**src/rtl/muldiv_pkg.sv**
```systemverilog
// Shared encodings for the iterative multiply/divide sequencer.
package muldiv_pkg;

  localparam logic [1:0] OP_MULT  = 2'd0;
  localparam logic [1:0] OP_MULTU = 2'd1;
  localparam logic [1:0] OP_DIV   = 2'd2;
  localparam logic [1:0] OP_DIVU  = 2'd3;

  typedef enum logic [1:0] {
    ST_IDLE = 2'd0,
    ST_CALC = 2'd1,
    ST_FIX  = 2'd2
  } state_t;

  // Iteration counter width for a given operand width.
  function automatic int cnt_width(input int width);
    return $clog2(width) + 1;
  endfunction

endpackage

```
**src/rtl/muldiv_step.sv**
```systemverilog
// One radix-2 iteration: shift-add for multiply, restoring trial-subtract for divide.
module muldiv_step #(
  parameter int WIDTH = 32
) (
  input  logic               is_div,
  input  logic [2*WIDTH-1:0] acc,
  input  logic [WIDTH-1:0]   opnd,
  output logic [2*WIDTH-1:0] acc_next
);

  logic [WIDTH:0]   sum;
  logic [WIDTH:0]   rem_sh;
  logic [WIDTH-1:0] diff;
  logic             fits;

  always_comb begin
    sum    = {1'b0, acc[2*WIDTH-1:WIDTH]} + (acc[0] ? {1'b0, opnd} : '0);
    rem_sh = {acc[2*WIDTH-1:WIDTH], acc[WIDTH-1]};
    fits   = rem_sh >= {1'b0, opnd};
    // The difference is below the divisor whenever it is kept, so WIDTH bits suffice.
    diff   = rem_sh[WIDTH-1:0] - opnd;
    if (is_div) acc_next = {(fits ? diff : rem_sh[WIDTH-1:0]), acc[WIDTH-2:0], fits};
    else        acc_next = {sum, acc[WIDTH-1:1]};
  end

endmodule

```
**src/rtl/muldiv_ctrl.sv**
```systemverilog
// Iterative mult/div sequencer owning HI/LO; magnitudes are iterated, signs applied in FIX.
//   state   | meaning
//   ST_IDLE | waiting for start; mthi/mtlo accepted here
//   ST_CALC | WIDTH radix-2 iterations on the magnitude accumulator
//   ST_FIX  | sign correction and HI/LO write
module muldiv_ctrl
  import muldiv_pkg::*;
#(
  parameter int WIDTH = 32
) (
  input  logic             clk,
  input  logic             rst,
  input  logic             start,
  input  logic [1:0]       op,
  input  logic [WIDTH-1:0] src_a,
  input  logic [WIDTH-1:0] src_b,
  input  logic             flush,
  input  logic             hi_we,
  input  logic             lo_we,
  input  logic [WIDTH-1:0] wdata,
  output logic             busy,
  output logic             stall_req,
  output logic             done,
  output logic             div_by_zero,
  output logic [WIDTH-1:0] hi,
  output logic [WIDTH-1:0] lo
);

  localparam int CW = cnt_width(WIDTH);

  state_t             state, state_next;
  logic [CW-1:0]      cnt;
  logic [2*WIDTH-1:0] acc, acc_step, prod_fix;
  logic [WIDTH-1:0]   opnd, abs_a, abs_b, quo_fix, rem_fix;
  logic               op_div, neg_res, neg_rem, div_zero;
  logic               accept, is_signed, last_iter;

  assign is_signed = ~op[0];
  assign accept    = (state == ST_IDLE) & start & ~flush;
  assign last_iter = cnt == CW'(WIDTH - 1);
  assign abs_a     = (is_signed & src_a[WIDTH-1]) ? -src_a : src_a;
  assign abs_b     = (is_signed & src_b[WIDTH-1]) ? -src_b : src_b;
  assign busy      = state != ST_IDLE;
  assign stall_req = busy | (start & ~flush);

  muldiv_step #(.WIDTH(WIDTH)) u_step (
    .is_div   (op_div),
    .acc      (acc),
    .opnd     (opnd),
    .acc_next (acc_step)
  );

  always_ff @(posedge clk) begin
    if (rst) state <= ST_IDLE;
    else     state <= state_next;
  end

  always_comb begin
    state_next = state;
    unique case (state)
      ST_IDLE: if (accept) state_next = ST_CALC;
      ST_CALC: begin
        if (flush)          state_next = ST_IDLE;
        else if (last_iter) state_next = ST_FIX;
      end
      ST_FIX:  state_next = ST_IDLE;
      default: state_next = ST_IDLE;
    endcase
  end

  // Divide by zero leaves the dividend magnitude in the remainder, so HI
  // regains the original src_a after sign fix; only LO needs an override.
  always_comb begin
    prod_fix = neg_res ? -acc : acc;
    quo_fix  = div_zero ? '1 : (neg_res ? -acc[WIDTH-1:0] : acc[WIDTH-1:0]);
    rem_fix  = neg_rem ? -acc[2*WIDTH-1:WIDTH] : acc[2*WIDTH-1:WIDTH];
  end

  always_ff @(posedge clk) begin
    if (rst) begin
      cnt         <= '0;
      acc         <= '0;
      opnd        <= '0;
      op_div      <= 1'b0;
      neg_res     <= 1'b0;
      neg_rem     <= 1'b0;
      div_zero    <= 1'b0;
      done        <= 1'b0;
      div_by_zero <= 1'b0;
      hi          <= '0;
      lo          <= '0;
    end else begin
      done        <= 1'b0;
      div_by_zero <= 1'b0;
      unique case (state)
        ST_IDLE: begin
          if (accept) begin
            cnt      <= '0;
            op_div   <= op[1];
            neg_res  <= is_signed & (src_a[WIDTH-1] ^ src_b[WIDTH-1]);
            neg_rem  <= is_signed & src_a[WIDTH-1];
            div_zero <= op[1] & (src_b == '0);
            if (op[1]) begin
              acc  <= {{WIDTH{1'b0}}, abs_a};
              opnd <= abs_b;
            end else begin
              acc  <= {{WIDTH{1'b0}}, abs_b};
              opnd <= abs_a;
            end
          end else begin
            if (hi_we) hi <= wdata;
            if (lo_we) lo <= wdata;
          end
        end
        ST_CALC: begin
          if (!flush) begin
            acc <= acc_step;
            cnt <= cnt + 1'b1;
          end
        end
        ST_FIX: begin
          if (!flush) begin
            done        <= 1'b1;
            div_by_zero <= div_zero;
            if (op_div) begin
              hi <= rem_fix;
              lo <= quo_fix;
            end else begin
              hi <= prod_fix[2*WIDTH-1:WIDTH];
              lo <= prod_fix[WIDTH-1:0];
            end
          end
        end
        default: ;
      endcase
    end
  end

endmodule

```
**config.mk**
```make
export PLATFORM = sky130hd
export DESIGN_NAME = muldiv_ctrl
export DESIGN_NICKNAME = d
export VERILOG_FILES = /design/src/rtl/muldiv_pkg.sv /design/src/rtl/muldiv_step.sv /design/src/rtl/muldiv_ctrl.sv
export SDC_FILE = /design/constraint.sdc
export NUM_CORES = 1
export LEC_CHECK = 0
export BUFFER_PORTS_ARGS = -buffer_cell sky130_fd_sc_hd__buf_2
export CAP_MARGIN = 40
export CORE_ASPECT_RATIO = 0.5
export CORE_MARGIN = 2
export CORE_UTILIZATION = 45
export DETAILED_ROUTE_END_ITERATION = 8
export PLACE_DENSITY = 0.66
export REMOVE_ABC_BUFFERS = 1
export SKIP_LAST_GASP = 1
export SLEW_MARGIN = 20
export SYNTH_ARGS = -nofsm -noshare
export SYNTH_HDL_FRONTEND = slang
export SYNTH_HIERARCHICAL = 1
export SYNTH_SLANG_ARGS = --single-unit
```
**constraint.sdc**
```tcl
create_clock -name clk -period 3.6 [get_ports clk]
set_input_delay 0 -clock clk [delete_from_list [all_inputs] [get_ports clk]]
set_output_delay 0 -clock clk [all_outputs]
set_load 0.02 [all_outputs]
```
==> results.sh <==
export IMPL_outcome="finished, final reports clean"
export IMPL_ys_flop_type="dfxtp_1"
export IMPL_initial_core_util_pct=45.45
export IMPL_final_cell_area_um2=18750
export IMPL_first_pass_iters=6
export IMPL_synth_top_area_share_pct=22.35
export IMPL_clockRootBuffer="clkbuf_16"
export IMPL_hold_ws_ns=0.02766
export IMPL_clkLatencyLatePin_ns=0.47
export IMPL_ys_async_sr_fraction_pct=0
export IMPL_ff2ff_path_depth=14
export IMPL_synth_area_um2=15580
export IMPL_whs_path_depth=4
export IMPL_worstReg2RegStart="acc[0]"
export IMPL_slew_viol_final=0
export IMPL_io_pins=172
export IMPL_drt_first_iter_violations=2203
export IMPL_r2r_slack_ns=0.13
export IMPL_grt_max_degree=58
export IMPL_worstMarginPinSlew_ns=0.8877
export IMPL_timing_slew_headroom_pct=40.46
export IMPL_yosysWarnings=6
export IMPL_place_inst=2730
export IMPL_drtAntennaViolNets=0
export IMPL_antenna_found_initial=6
export IMPL_drc=0
export IMPL_final_cells=2831
export IMPL_fp_dieH_um=135.6
export IMPL_cts_clk_slew_worst_paths_ns=0.08
export IMPL_use_met2_pct=51.08
export IMPL_synth_edf_count=0
export IMPL_seq_area_frac_synth_pct=22.35
export IMPL_htreeDepth=4
export IMPL_arrival_ns=3.79
export IMPL_wire_per_inst_um=21.85
export IMPL_synth_area_leaders="dfxtp_1, a21oi_1, xnor2_1"
export IMPL_hold_end="opnd[16]"
export IMPL_core_um2=34290
export IMPL_grt_use_met1_pct=45.92
export IMPL_power_leakage_nw=7.851
export IMPL_overflow=0
export IMPL_setup_viol_count_final=0
export IMPL_reg2reg_to="acc[59]"
export IMPL_grt_pass1_wl_mm=92.94
export IMPL_hp_class="in2reg"
export IMPL_die_w_um=267.2
export IMPL_dpl_worst_slack_ns=0.05202
export IMPL_worst_setup_path_end_kind="register"
export IMPL_grt_use_met3_pct=7.997
export IMPL_fillers=3337
export IMPL_synth_top_area_cell="dfxtp_1"
export IMPL_row_count=48
export IMPL_min_delay_start="src_b[16]"
export IMPL_rsz0062_at_grt="yes"
export IMPL_portBuffers=171
export IMPL_min_period_ns=3.474
export IMPL_syn_to_final_growth_pct=20.29
export IMPL_path_max_fanout=4
export IMPL_finalHoldViolations=0
export IMPL_cts_inserted_buffers=17
export IMPL_cts_sinks=174
export IMPL_avgSynthCellArea_um2=7.400
export IMPL_nNetsFinal=2518
export IMPL_max_clock_freq_mhz=287.9
export IMPL_dp_hpwl_mm=47.18
export IMPL_synth_cells=2106
export IMPL_grt_pass1_vias=16170
export IMPL_critical_path_class="reg2reg"
export IMPL_ys_types=92
export IMPL_floorplan_die_area_um2=36230
export IMPL_vias=18010
export IMPL_wl_mm=61.85
export IMPL_top_usage_layer="met2"
export IMPL_crit_required_ns=3.92
export IMPL_fin_skew_ns=0.02054
export IMPL_vias_per_cell=6.362
export IMPL_maxCapViolations=0
export IMPL_grt_use_total_pct=33.22
export IMPL_cts_tree="built"
export IMPL_yosys_register_bits=174
export IMPL_power_density_nw_per_um2=317.8
export IMPL_vdd_ir_drop_max_mv=0.2597
export IMPL_critPathLaunchType="register"
export IMPL_gp_congestion=1.036
export IMPL_drive_gt1_share_pct=18.12
export IMPL_period_share_pct=96.49
export IMPL_post_dp_cell_area_um2=17340
export IMPL_setup_ws_ns=0.1263
export IMPL_antenna_cells=0
export IMPL_cts_buffer_depth=2
-- final cells by class --
class / count / area, µm² / share of cell area [%]
multi-input cells: 1726 / 11360 / 60.62
flip-flops and latches: 174 / 3488 / 18.61
repair buffers: 354 / 2429 / 12.95
well taps: 475 / 594.3 / 3.170
clock buffers: 19 / 442.9 / 2.363
inverters: 70 / 262.8 / 1.402
clock inverters: 13 / 166.4 / 0.8877
-- routing by layer --
layer	routed length, µm	vias to the layer above
met2	26770	952
met4	1659	4
li1	-	8281
met5	32	-
met1	26700	8630
met3	6691	145
-- kinds of logic (layout without fill, tap and decap cells) --
| group | Yosys count | count (layout) | synth area share [%] |
|---|---|---|---|
| flops | 174 | 174 | 22.35 |
| compound gates | 666 | 666 | 27.97 |
| fa+ha+maj | 71 | 71 | 5.796 |
| buf+inv | 206 | 456 | 5.620 |
| xor+xnor | 154 | 154 | 8.655 |
| mux | 78 | 78 | 5.267 |
| simple gates | 757 | 757 | 24.34 |
-- synth_stat cells (8+ instances only) --
master,count
mux2i_1,46
nand4_1,20
clkbuf_1,108
and3_1,22
o31ai_1,31
nand2b_1,17
o41ai_1,15
ha_1,69
nor3_1,58
o22ai_1,13
nor2_1,144
mux2_2,32
or3_1,36
a22oi_1,9
o221ai_1,26
a31oi_1,42
o21ai_0,113
inv_1,70
o21bai_1,8
a221o_1,9
a21o_1,39
nor4_1,33
buf_1,13
a31o_2,8
or4_1,17
and2_1,39
or2_2,12
a21oi_1,215
xnor2_1,108
dfxtp_1,174
nand3_1,89
xor2_1,46
o211ai_1,15
nor2b_1,14
a221oi_1,22
nand2_1,220
a211oi_1,17
o21a_1,17
-- stage by stage --
stage / TNS (ns) / total power [mW] / utilization [%]
finish: 0 / 5.958 / 54.67
global route: -0.03282 / 6.183 / 54.67
CTS: 0 / 5.903 / 54.23
detailed placement: 0 / 3.849 / 50.55
global placement: 0 / 3.835 / 50.53
floorplan: -10.05 / 3.191 / -
-- cell usage in the layout (no fill, tap or decap), types with 9 or more instances in the layout --
| master | n |
|---|---|
| a21oi_1 | 214 |
| a21o_1 | 39 |
| nor2b_1 | 12 |
| o21ai_0 | 111 |
| nand4_1 | 20 |
| or3_1 | 36 |
| xnor2_1 | 108 |
| dlygate4sd3_1 | 65 |
| nand2_1 | 220 |
| o22ai_1 | 13 |
| a221o_1 | 9 |
| and2_1 | 39 |
| a221oi_1 | 21 |
| xor2_1 | 46 |
| o41ai_1 | 14 |
| nor2_1 | 143 |
| o21a_1 | 16 |
| a211oi_1 | 15 |
| or4_1 | 17 |
| clkbuf_16 | 17 |
| a31oi_1 | 41 |
| ha_1 | 66 |
| nand3_1 | 89 |
| and3_1 | 22 |
| buf_2 | 171 |
| mux2_2 | 32 |
| or2_2 | 12 |
| o221ai_1 | 26 |
| nor3_1 | 57 |
| a22oi_1 | 9 |
| nand2b_1 | 17 |
| mux2i_1 | 46 |
| buf_4 | 114 |
| nor4_1 | 33 |
| o31ai_1 | 30 |
| inv_1 | 70 |
| dfxtp_1 | 172 |
| o211ai_1 | 15 |
-- critical path, stage by stage (launching register included) --
cell and delay, ns:
dfxtp_2 0.34, and2_1 0.14, ha_2 0.19, fa_2 0.37
a21o_1 0.19, a211oi_2 0.22, and4bb_2 0.31, o211ai_4 0.26
a211oi_4 0.11, o211ai_2 0.16, or4b_1 0.44, and4_1 0.21
a221o_1 0.25, nand3_1 0.06, a21oi_1 0.07
-- what timing repair did --
item                                   in CTS  in global routing
hold buffers                               65                  0
setup endpoints to repair                   0                 12
gates resized for setup                     0                 31
endpoints found under the hold margin      74                  0
buffers inserted                            0                  3
-- state kept, by name (all words and copies together) (netlist names), 2 cells and up --
signal  cells
opnd       32
lo         32
acc        64
cnt         6
state       2
hi         32
-- worst max-delay path by stage --
stage / startpoint / endpoint / cells after the start
final: acc[0] / acc[59] / 14
after global routing: acc[0] / acc[62] / 14
after CTS: acc[0] / acc[59] / 14
after detailed placement: acc[0] / acc[62] / 16
after global placement: acc[0] / acc[62] / 16
after floorplan: state[1] / lo[30] / 4
-- report_power, final --
part | internal, mW | leakage (nW) | total, mW | switching (mW)
clock | 1.07 | 0.293 | 2.02 | 0.946
combinational | 0.698 | 6.13 | 1.78 | 1.08
sequential | 2.03 | 1.42 | 2.16 | 0.134
Note: power is estimated with default switching activity, not from simulation.
